==> config.mk <==
export PLATFORM = sky130hd
export DESIGN_NAME = muldiv_ctrl
export DESIGN_NICKNAME = d
export VERILOG_FILES = /design/src/rtl/muldiv_ctrl.sv
export SDC_FILE = /design/constraint.sdc
export NUM_CORES = 1
export LEC_CHECK = 0
export CAP_MARGIN = 10
export CORE_UTILIZATION = 35
export CTS_CLUSTER_DIAMETER = 100
export DETAILED_ROUTE_END_ITERATION = 16
export MAX_ROUTING_LAYER = met4
export PLACE_DENSITY_LB_ADDON = 0.1
export SETUP_SLACK_MARGIN = 0.02
export SYNTH_ARGS = -nofsm -noshare
export SYNTH_HDL_FRONTEND = slang
export SYNTH_SLANG_ARGS = --single-unit
==> constraint.sdc <==
create_clock -name clk -period 4.1 [get_ports clk]
set_input_delay 0.615 -clock clk [delete_from_list [all_inputs] [get_ports clk]]
set_output_delay 0.615 -clock clk [all_outputs]
set_load 0.01 [all_outputs]
==> src/rtl/muldiv_ctrl.sv <==
// muldiv_ctrl: RV32M multiply/divide sequencer that stalls the pipeline while an iterative datapath runs.
// Optional MULDIV_FAST_MUL_EN: multiplies complete in one cycle through a combinational product.
module muldiv_ctrl #(
    parameter int XLEN  = 32,
    parameter int CNT_W = 6
) (
    input  logic            clk,
    input  logic            rst,
    input  logic            start_in,
    input  logic [2:0]      funct3_in,
    input  logic [XLEN-1:0] op1_in,
    input  logic [XLEN-1:0] op2_in,
    input  logic [4:0]      waddr_in,
    input  logic            flush_in,
    output logic            stall_out,
    output logic            busy_out,
    output logic [XLEN-1:0] result_out,
    output logic            ready_out,
    output logic            reg_wenable_out,
    output logic [4:0]      reg_waddr_out
);

    localparam logic [1:0] S_IDLE = 2'd0;
    localparam logic [1:0] S_CALC = 2'd1;
    localparam logic [1:0] S_DONE = 2'd2;

    localparam logic [2:0] F_MUL    = 3'b000;
    localparam logic [2:0] F_MULH   = 3'b001;
    localparam logic [2:0] F_MULHSU = 3'b010;
    localparam logic [2:0] F_MULHU  = 3'b011;
    localparam logic [2:0] F_DIV    = 3'b100;
    localparam logic [2:0] F_DIVU   = 3'b101;
    localparam logic [2:0] F_REM    = 3'b110;

    localparam logic [XLEN-1:0]  INT_MIN = {1'b1, {(XLEN-1){1'b0}}};
    localparam logic [CNT_W-1:0] LAST    = CNT_W'(XLEN - 1);

    function automatic logic [XLEN-1:0] neg_word(input logic [XLEN-1:0] v, input logic en);
        return en ? (~v + 1'b1) : v;
    endfunction

    function automatic logic [2*XLEN-1:0] neg_dword(input logic [2*XLEN-1:0] v, input logic en);
        return en ? (~v + 1'b1) : v;
    endfunction

    logic [1:0]        state;
    logic [CNT_W-1:0]  cnt;
    logic [2:0]        f3_q;
    logic [4:0]        rd_q;
    logic [XLEN-1:0]   opb;
    logic [2*XLEN-1:0] acc;
    logic              neg_q;

    logic              abs1, abs2, sgn;
    logic [XLEN-1:0]   mag1, mag2;
    logic              is_div, div_zero, div_ovf, skip_calc;

    always_comb begin
        abs1 = 1'b0;
        abs2 = 1'b0;
        sgn  = 1'b0;
        case (funct3_in)
            F_MULH: begin
                abs1 = 1'b1;
                abs2 = 1'b1;
                sgn  = op1_in[XLEN-1] ^ op2_in[XLEN-1];
            end
            F_MULHSU: begin
                abs1 = 1'b1;
                sgn  = op1_in[XLEN-1];
            end
            F_DIV: begin
                abs1 = 1'b1;
                abs2 = 1'b1;
                sgn  = op1_in[XLEN-1] ^ op2_in[XLEN-1];
            end
            F_REM: begin
                abs1 = 1'b1;
                abs2 = 1'b1;
                sgn  = op1_in[XLEN-1];
            end
            default: ;
        endcase
    end

    assign mag1     = neg_word(op1_in, abs1 & op1_in[XLEN-1]);
    assign mag2     = neg_word(op2_in, abs2 & op2_in[XLEN-1]);
    assign is_div   = funct3_in[2];
    assign div_zero = is_div && (op2_in == '0);
    assign div_ovf  = is_div && !funct3_in[0] && (op1_in == INT_MIN) && (op2_in == '1);

    // Iteration step: acc holds {product_hi, multiplier} or {remainder, quotient}
    logic [XLEN:0]     mul_hi, trial;
    logic [2*XLEN-1:0] mul_step, div_step, acc_step;

    assign mul_hi   = {1'b0, acc[2*XLEN-1:XLEN]} + (acc[0] ? {1'b0, opb} : '0);
    assign mul_step = {mul_hi, acc[XLEN-1:1]};
    assign trial    = {acc[2*XLEN-1:XLEN], acc[XLEN-1]} - {1'b0, opb};
    assign div_step = trial[XLEN] ? {acc[2*XLEN-2:0], 1'b0}
                                  : {trial[XLEN-1:0], acc[XLEN-2:0], 1'b1};
    assign acc_step = f3_q[2] ? div_step : mul_step;

    logic [2*XLEN-1:0] raw_prod;
`ifdef MULDIV_FAST_MUL_EN
    assign skip_calc = ~funct3_in[2];
    assign raw_prod  = {{XLEN{1'b0}}, acc[XLEN-1:0]} * {{XLEN{1'b0}}, opb};
`else
    assign skip_calc = 1'b0;
    assign raw_prod  = acc;
`endif

    always_ff @(posedge clk or posedge rst) begin
        if (rst) begin
            state <= S_IDLE;
            cnt   <= '0;
            f3_q  <= '0;
            rd_q  <= '0;
            opb   <= '0;
            acc   <= '0;
            neg_q <= 1'b0;
        end else begin
            case (state)
                S_IDLE: begin
                    if (start_in && !flush_in) begin
                        f3_q <= funct3_in;
                        rd_q <= waddr_in;
                        opb  <= mag2;
                        cnt  <= '0;
                        if (div_zero) begin
                            acc   <= {op1_in, {XLEN{1'b1}}};
                            neg_q <= 1'b0;
                            state <= S_DONE;
                        end else if (div_ovf) begin
                            acc   <= {{XLEN{1'b0}}, INT_MIN};
                            neg_q <= 1'b0;
                            state <= S_DONE;
                        end else begin
                            acc   <= {{XLEN{1'b0}}, mag1};
                            neg_q <= sgn;
                            state <= skip_calc ? S_DONE : S_CALC;
                        end
                    end
                end
                S_CALC: begin
                    if (flush_in) begin
                        state <= S_IDLE;
                    end else begin
                        acc <= acc_step;
                        cnt <= cnt + 1'b1;
                        if (cnt == LAST)
                            state <= S_DONE;
                    end
                end
                default: state <= S_IDLE;
            endcase
        end
    end

    // Sign fix-up and result select during the ready cycle
    logic [2*XLEN-1:0] prod;
    logic [XLEN-1:0]   quo, rem, sel;

    assign prod = neg_dword(raw_prod, neg_q);
    assign quo  = neg_word(acc[XLEN-1:0], neg_q);
    assign rem  = neg_word(acc[2*XLEN-1:XLEN], neg_q);

    always_comb begin
        sel = '0;
        case (f3_q)
            F_MUL:                    sel = prod[XLEN-1:0];
            F_MULH, F_MULHSU, F_MULHU: sel = prod[2*XLEN-1:XLEN];
            F_DIV, F_DIVU:            sel = quo;
            default:                  sel = rem;
        endcase
    end

    assign busy_out        = (state != S_IDLE);
    assign stall_out       = ((state == S_IDLE) && start_in && !flush_in) || (state == S_CALC);
    assign ready_out       = (state == S_DONE) && !flush_in;
    assign reg_wenable_out = ready_out;
    assign reg_waddr_out   = ready_out ? rd_q : '0;
    assign result_out      = ready_out ? sel : '0;

endmodule

==> flow_metrics.tcl, run 1 <==
set metrics [dict create \
    status "complete, no violations" \
    cts_sinks 113 \
    portBuffers 116 \
    grtUsageMet2_pct 46.6 \
    clockRootBuffer "clkbuf_16" \
    synthesis.area_um2 13400 \
    synthCells 1860 \
    cts_tree "built" \
    max-vdd-ir-drop_mv 0.411 \
    max_freq_mhz 251 \
    synth.most_common_cell "nand2_1" \
    setup_viol 0 \
    die_y_um 198 \
    drc 0 \
    clk_latency_ns 0.44 \
    yosys-top-cells-count "nand2_1 (264), o21ai_0 (181), a21oi_1 (165)" \
    cap_violations 0 \
    maxSlewHeadroom_pct 35.4 \
    ys_seq_area_share_pct 21.1 \
    fin_crit_ns 3.98 \
    ys.warnings.count 0 \
    start_util_pct 35.6 \
    synth_largest_area_cell "dfrtp_1" \
    worstPathCellList "or4_1 > or3_4 > nor2_2 > nor2_1 > o31ai_2 > xor2_1 > a21oi_1 > clkdlybuf4s50_1" \
    rows 71 \
    slew_viol_final 0 \
    grt_start_max_net_pins 67 \
    rrSetupSlack_ns 0.15 \
    cp.required_ns 3.48 \
    via_per_inst 5.91 \
    cts-htree-levels 4 \
    grtUsageTotal_pct 29.9 \
    wl_per_cell_um 22.4 \
    use_met1_pct 38.0 \
    p_leak_nw 7.06 \
    avgSynthCellArea_um2 7.22 \
    reg2regPathDepth 12 \
    final_cell_count_no_fill 2523 \
    min_from "rd_q[0]" \
    holdPathEnd "rd_q[0]" \
    tns_ns 0 \
    cp-start-kind "flop" \
    grt_util_met3_pct 5.04 \
    placed_cell_area_um2 15800 \
    cts-buffers-inserted 17 \
    dp.cells 2491 \
    powerDensity_nw_per_um2 725 \
    area_delta_synth_final_pct 22.9 \
    drive_gt1_share_pct 11.3 \
    wl_mm 56.6 \
    busiest_layer "met2" \
    max_stage_delay_ns 0.61 \
    rsz0062_at_grt "no" \
    crit_type "reg2out" \
    synth_nets 2008 \
    timing.final.crit_share_pct 97.2 \
    core_um2 37700 \
    whs_ns 0.469 \
    grt_pass1_wl_mm 85.8 \
    crit_arrival_ns 3.37 \
    gp_congestion 1.01 \
    nNetsFinal 2150 \
    num_vias 14900 \
    synth_enable_flop_cells 0 \
    fill_cells 3981 \
    layout_setup_ws_ns 0.116 \
    finClkSkew_ns 0.0123 \
    cts_buffer_depth 2 \
    holdPathStages 2 \
    async_flop_share_pct 100 \
    path_max_fanout 7 \
    hold_viol 0 \
    antenna_found_initial 1 \
    finalInstanceArea_um2 16500 \
    worst_pin_slew_ns 0.959 \
    firstDrtPassIters 5 \
    ys_types 81 \
    grt_overflow 0 \
    r2r-start "opb[0]" \
    diodes 0 \
    dp_slack_ns 0.179 \
    power_mw 12.0 \
    path_clk_slew_ns 0.06 \
    synthDominantCellAreaShare_pct 21.1 \
    dp.final_hpwl_mm 44.9 \
    slowest_stage "or4_1" \
    die_w_um 198 \
    die-area_um2 39200 \
    grt_pass1_vias 14400 \
    crit_path_end_kind "primary output" \
    ys_seq_elements 113 \
    r2r_end "acc[0]" \
    drt_iter0_markers 1187 \
    hp-class "reg2reg" \
    synth_flop_cell "dfrtp_1" \
    ant_nets 0 \
    ys_top_cells_by_area "dfrtp_1 (21%), nand2_1 (7.4%), o21ai_0 (6.7%), xnor2_1 (6.6%), ha_1 (6.5%)" \
    finish.utilization_pct 43.8 \
    io_pins 117 \
]
state kept, by name (all words and copies together), names as in the netlist:
name and cells:
neg_q 1, rd_q 5, cnt 6, acc 64, opb 32, state 2
f3_q 3
cell families (layout without fill, tap and decap cells):
kind of cell             Yosys count  after routing  share of synthesized area, %
AND/OR/NAND/NOR                  651            651                          22.6
XOR/XNOR                         188            188                          12.3
flip-flops                       113            113                          21.1
AO/OA/AOI/OAI                    616            616                          28.8
multiplexers                      44             44                          3.38
adder cells (fa/ha/maj)           72             72                          6.82
buffers and inverters            176            328                          5.03
power breakdown:
part / total (mW) / leakage, nW / internal (mW) / switching [mW]
clock network: 1.48 / 0.281 / 0.925 / 0.559
registers: 2.06 / 1.41 / 1.49 / 0.563
logic: 8.42 / 5.37 / 3.21 / 5.20
total: 12.0 / 7.06 / 5.63 / 6.32
layer usage:
| metal | share of wire (%) | routed length [um] |
|---|---|---|
| met5 | 0 | 0 |
| met4 | 4.0 | 2260 |
| met3 | 6.4 | 3640 |
| met2 | 46 | 25800 |
| met1 | 44 | 24900 |
cell usage in the layout (no fill, tap or decap), types with 18 or more instances in the layout:
cell type        synthesis  final
buf_4                    2    119
o21ai_0                181    174
nand3_1                 34     34
mux2i_1                 33     33
nand2_1                264    264
clkdlybuf4s50_1          0     92
a21o_1                  31     31
nor3_1                  39     36
o221ai_1                23     23
o31ai_1                 38     32
nor2_1                 154    152
dfrtp_1                113    111
nand4_1                 28     28
nand2b_1                19     18
a21oi_1                165    160
ha_1                    70     70
xor2_1                  87     87
a31oi_1                 31     31
inv_1                   60     58
xnor2_1                101    101
worst max path at each step:
stage,endpoint,cells after the start,slack [ns],start
final,result_out[16],8,0.12,acc[27]
after global routing,result_out[21],9,0.007,acc[10]
after CTS,result_out[6],10,-0.05,acc[10]
after detailed placement,acc[0],12,0.18,opb[0]
after floorplan,acc[0],1,0.50,rst
after global placement,acc[54],11,0.21,op2_in[18]
final cells by class:
| type | instances | area, um^2 | share of cell area (%) |
|---|---|---|---|
| multi-input combinational | 1571 | 10100 | 61.2 |
| inverter | 60 | 228 | 1.38 |
| clock buffer | 22 | 474 | 2.87 |
| timing repair buffer | 239 | 2140 | 13.0 |
| clock inverter | 7 | 85.1 | 0.516 |
| sequential | 113 | 2830 | 17.2 |
| tap | 511 | 639 | 3.87 |
what timing repair did:
item	in CTS	in global routing
hold buffers	0	0
pin swaps	5	5
endpoints found under the hold margin	0	0
setup buffers	1	2
resized for setup	33	36
setup endpoints to repair	26	27
worst max-delay path: cells and delay by family, from the launching register on:
family	cells	cell delay, ns
AND/OR/NAND/NOR	4	1.27
XOR/XNOR	1	0.15
buffers and inverters	1	0.59
flip-flops	1	0.46
AO/OA/AOI/OAI	2	0.46
Power figures use the tool's default switching activity.
==> run 2, diff against run 1 <==
--- a/config.mk
+++ b/config.mk
@@ -9,6 +9,7 @@
 export CORE_UTILIZATION = 35
 export CTS_CLUSTER_DIAMETER = 100
 export DETAILED_ROUTE_END_ITERATION = 16
+export GPL_ROUTABILITY_DRIVEN = 1
 export MAX_ROUTING_LAYER = met4
 export PLACE_DENSITY_LB_ADDON = 0.1
 export SETUP_SLACK_MARGIN = 0.02
==> results of run 2 <==
The final DEF is identical to that of run 1; final timing and power are the same.
==> RTL edit: new RTL, config.mk and constraints of run 1 <==
Compare `cnt` against `LAST` with >= in place of ==.
--- a/src/rtl/muldiv_ctrl.sv
+++ b/src/rtl/muldiv_ctrl.sv
@@ -147,7 +147,7 @@
                     end else begin
                         acc <= acc_step;
                         cnt <= cnt + 1'b1;
-                        if (cnt == LAST)
+                        if (cnt >= LAST)
                             state <= S_DONE;
                     end
                 end
Check against the original RTL: same outputs for any inputs over 4 cycles, from zero or initial values and one cycle with rst high; that may be too few to reach the edited logic, so the function may still have changed.
==> RTL edit against run 1 <==
  * Sequential share of layout area is essentially flat
  * Power grew 30%
  * Largest power group unchanged
  * Global-route usage grew 1.4 points
  * Sequential cell count is the same
  * Count of clock-buffer cells in the layout grew 3
  * Synthesized area shrank 0.43%
  * Clock skew grew 0.0022 ns
  * Setup slack lost 0.012 ns
  * Via count shrank 1.4%
  * Critical path type unchanged
  * Clock power grew 3%
  * Wire length grew 4.3%
  * Combinational power grew 39%
  * Cell area is essentially flat
  * Critical path depth grew 3
  * Critical endpoint is now result_out[29]
==> RTL edit: results (changes against run 1) <==
* Status: completed
* RD Place Congestion at 0.9618 (-4.5%)
* Gr usage total at 31.25% (+1.4 points)
* Initial DRC count at 1446 (+22%)
* Layout cell share with drive strength beyond 1 at 12.06% (+0.73 points)
* Detailed Place HPWL at 46700 µm (+4.1%)
* Worst Hold Launch: rd_q[2]
* Leak at 7.022 nW (-0.54%)
* Fraction of the mapped netlist area in compound gates at 29.35% (+0.51 points)
* Placed inst area at 0.01567 mm² (-0.56%)
* Global routing usage on met2 at 49.71% (+3.1 points)
* Pre-CTS setup slack at 0.1365 ns (-0.04204 ns)
* Drt pass-1 iters at 8 (+3)
* Post-Synth XOR/XNOR Area at 12.05% (-0.21 points)
* Vias at 14700 (-1.4%)
* Library cells used by synthesis at 85 (+4.9%)
* Worst vdd ir at 0.0004766 V (+16%)
* Grt met1 use at 40.45% (+2.5 points)
* Met2 Wirelength at 27500 µm (+6.6%)
* Routed WL per cell at 23.61 µm (+5.2%)
* Worst-Margin Slew at 0.9791 ns (+0.01974 ns)
* Worst EP arrival at 3.38 ns (about the same)
* Crit-path max FO at 4 (-3)
* Post-Synthesis Cells at 1826 (-1.8%)
* Post-synth top cells: nand2_1 (236), o21ai_0 (185), a21oi_1 (156)
* WL final at 59040 µm (+4.3%)
* Worst path slowest cell: or4_4
* WL met3 at 3623 µm (-0.41%)
* Seq/Total Area, Yosys at 21.15% (+0.091 points)
* Initial antenna violation count at 2 (+1)
* Nets at 2126 (-1.1%)
* Largest net degree at the start of global routing at 69 (+3.0%)
* Vias in the first global route at 13910 (-3.3%)
[RTL edit: changes by cell type in the layout (fill, tap and decap cells not counted), moves of 6 or more]
cell | run 1 | this run
o31ai_1 | 32 | 21
o221ai_1 | 23 | 14
o22ai_1 | 10 | 16
nand2_1 | 264 | 235
a21o_1 | 31 | 37
buf_4 | 119 | 132
o21ai_0 | 174 | 180
a21oi_1 | 160 | 154
o21ai_1 | 12 | 6
nand4_1 | 28 | 21
dlygate4sd2_1 | 9 | 15
nor4_1 | 17 | 8
[RTL edit: repair_timing]
| item | CTS | global route |
|---|---|---|
| endpoints found under the setup margin | 30 | 17 |
| buffers inserted | 12 | 2 |
| resized for setup | 44 | 22 |
| gates cloned | 1 | 0 |
| pin swaps | 8 | 5 |
[RTL edit: area by class of cell]
| cell class | count | area [µm²] |
|---|---|---|
| Inverter | 66 | 250.2 |
| Timing Repair Buffer | 251 | 2201 |
| Multi-Input combinational cell | 1529 | 9992 |
| Clock inverter | 6 | 80.08 |
| Fill cell | 4030 | 21180 |
| Tap cell | 511 | 639.4 |
| Sequential cell | 113 | 2831 |
| Clock buffer | 25 | 495.5 |
[RTL edit: power by group]
group | internal [mW] | leakage (nW) | switching (mW)
logic | 4.46 | 5.34 | 7.25
registers | 1.62 | 1.40 | 0.739
clock network | 0.951 | 0.287 | 0.572
total | 7.03 | 7.02 | 8.56
[RTL edit: final timing paths]
kind / depth (start not counted) / slack, ns / endpoint
worst min register to register: 2 / 0.47 / rd_q[2]
max in group asynchronous: 4 / 2.45 / acc[20]
worst max-delay path: 11 / 0.10 / result_out[29]
worst max register to register: 13 / 0.18 / acc[61]
min in group asynchronous: 2 / 0.66 / acc[59]
worst min-delay path: 2 / 0.47 / rd_q[2]
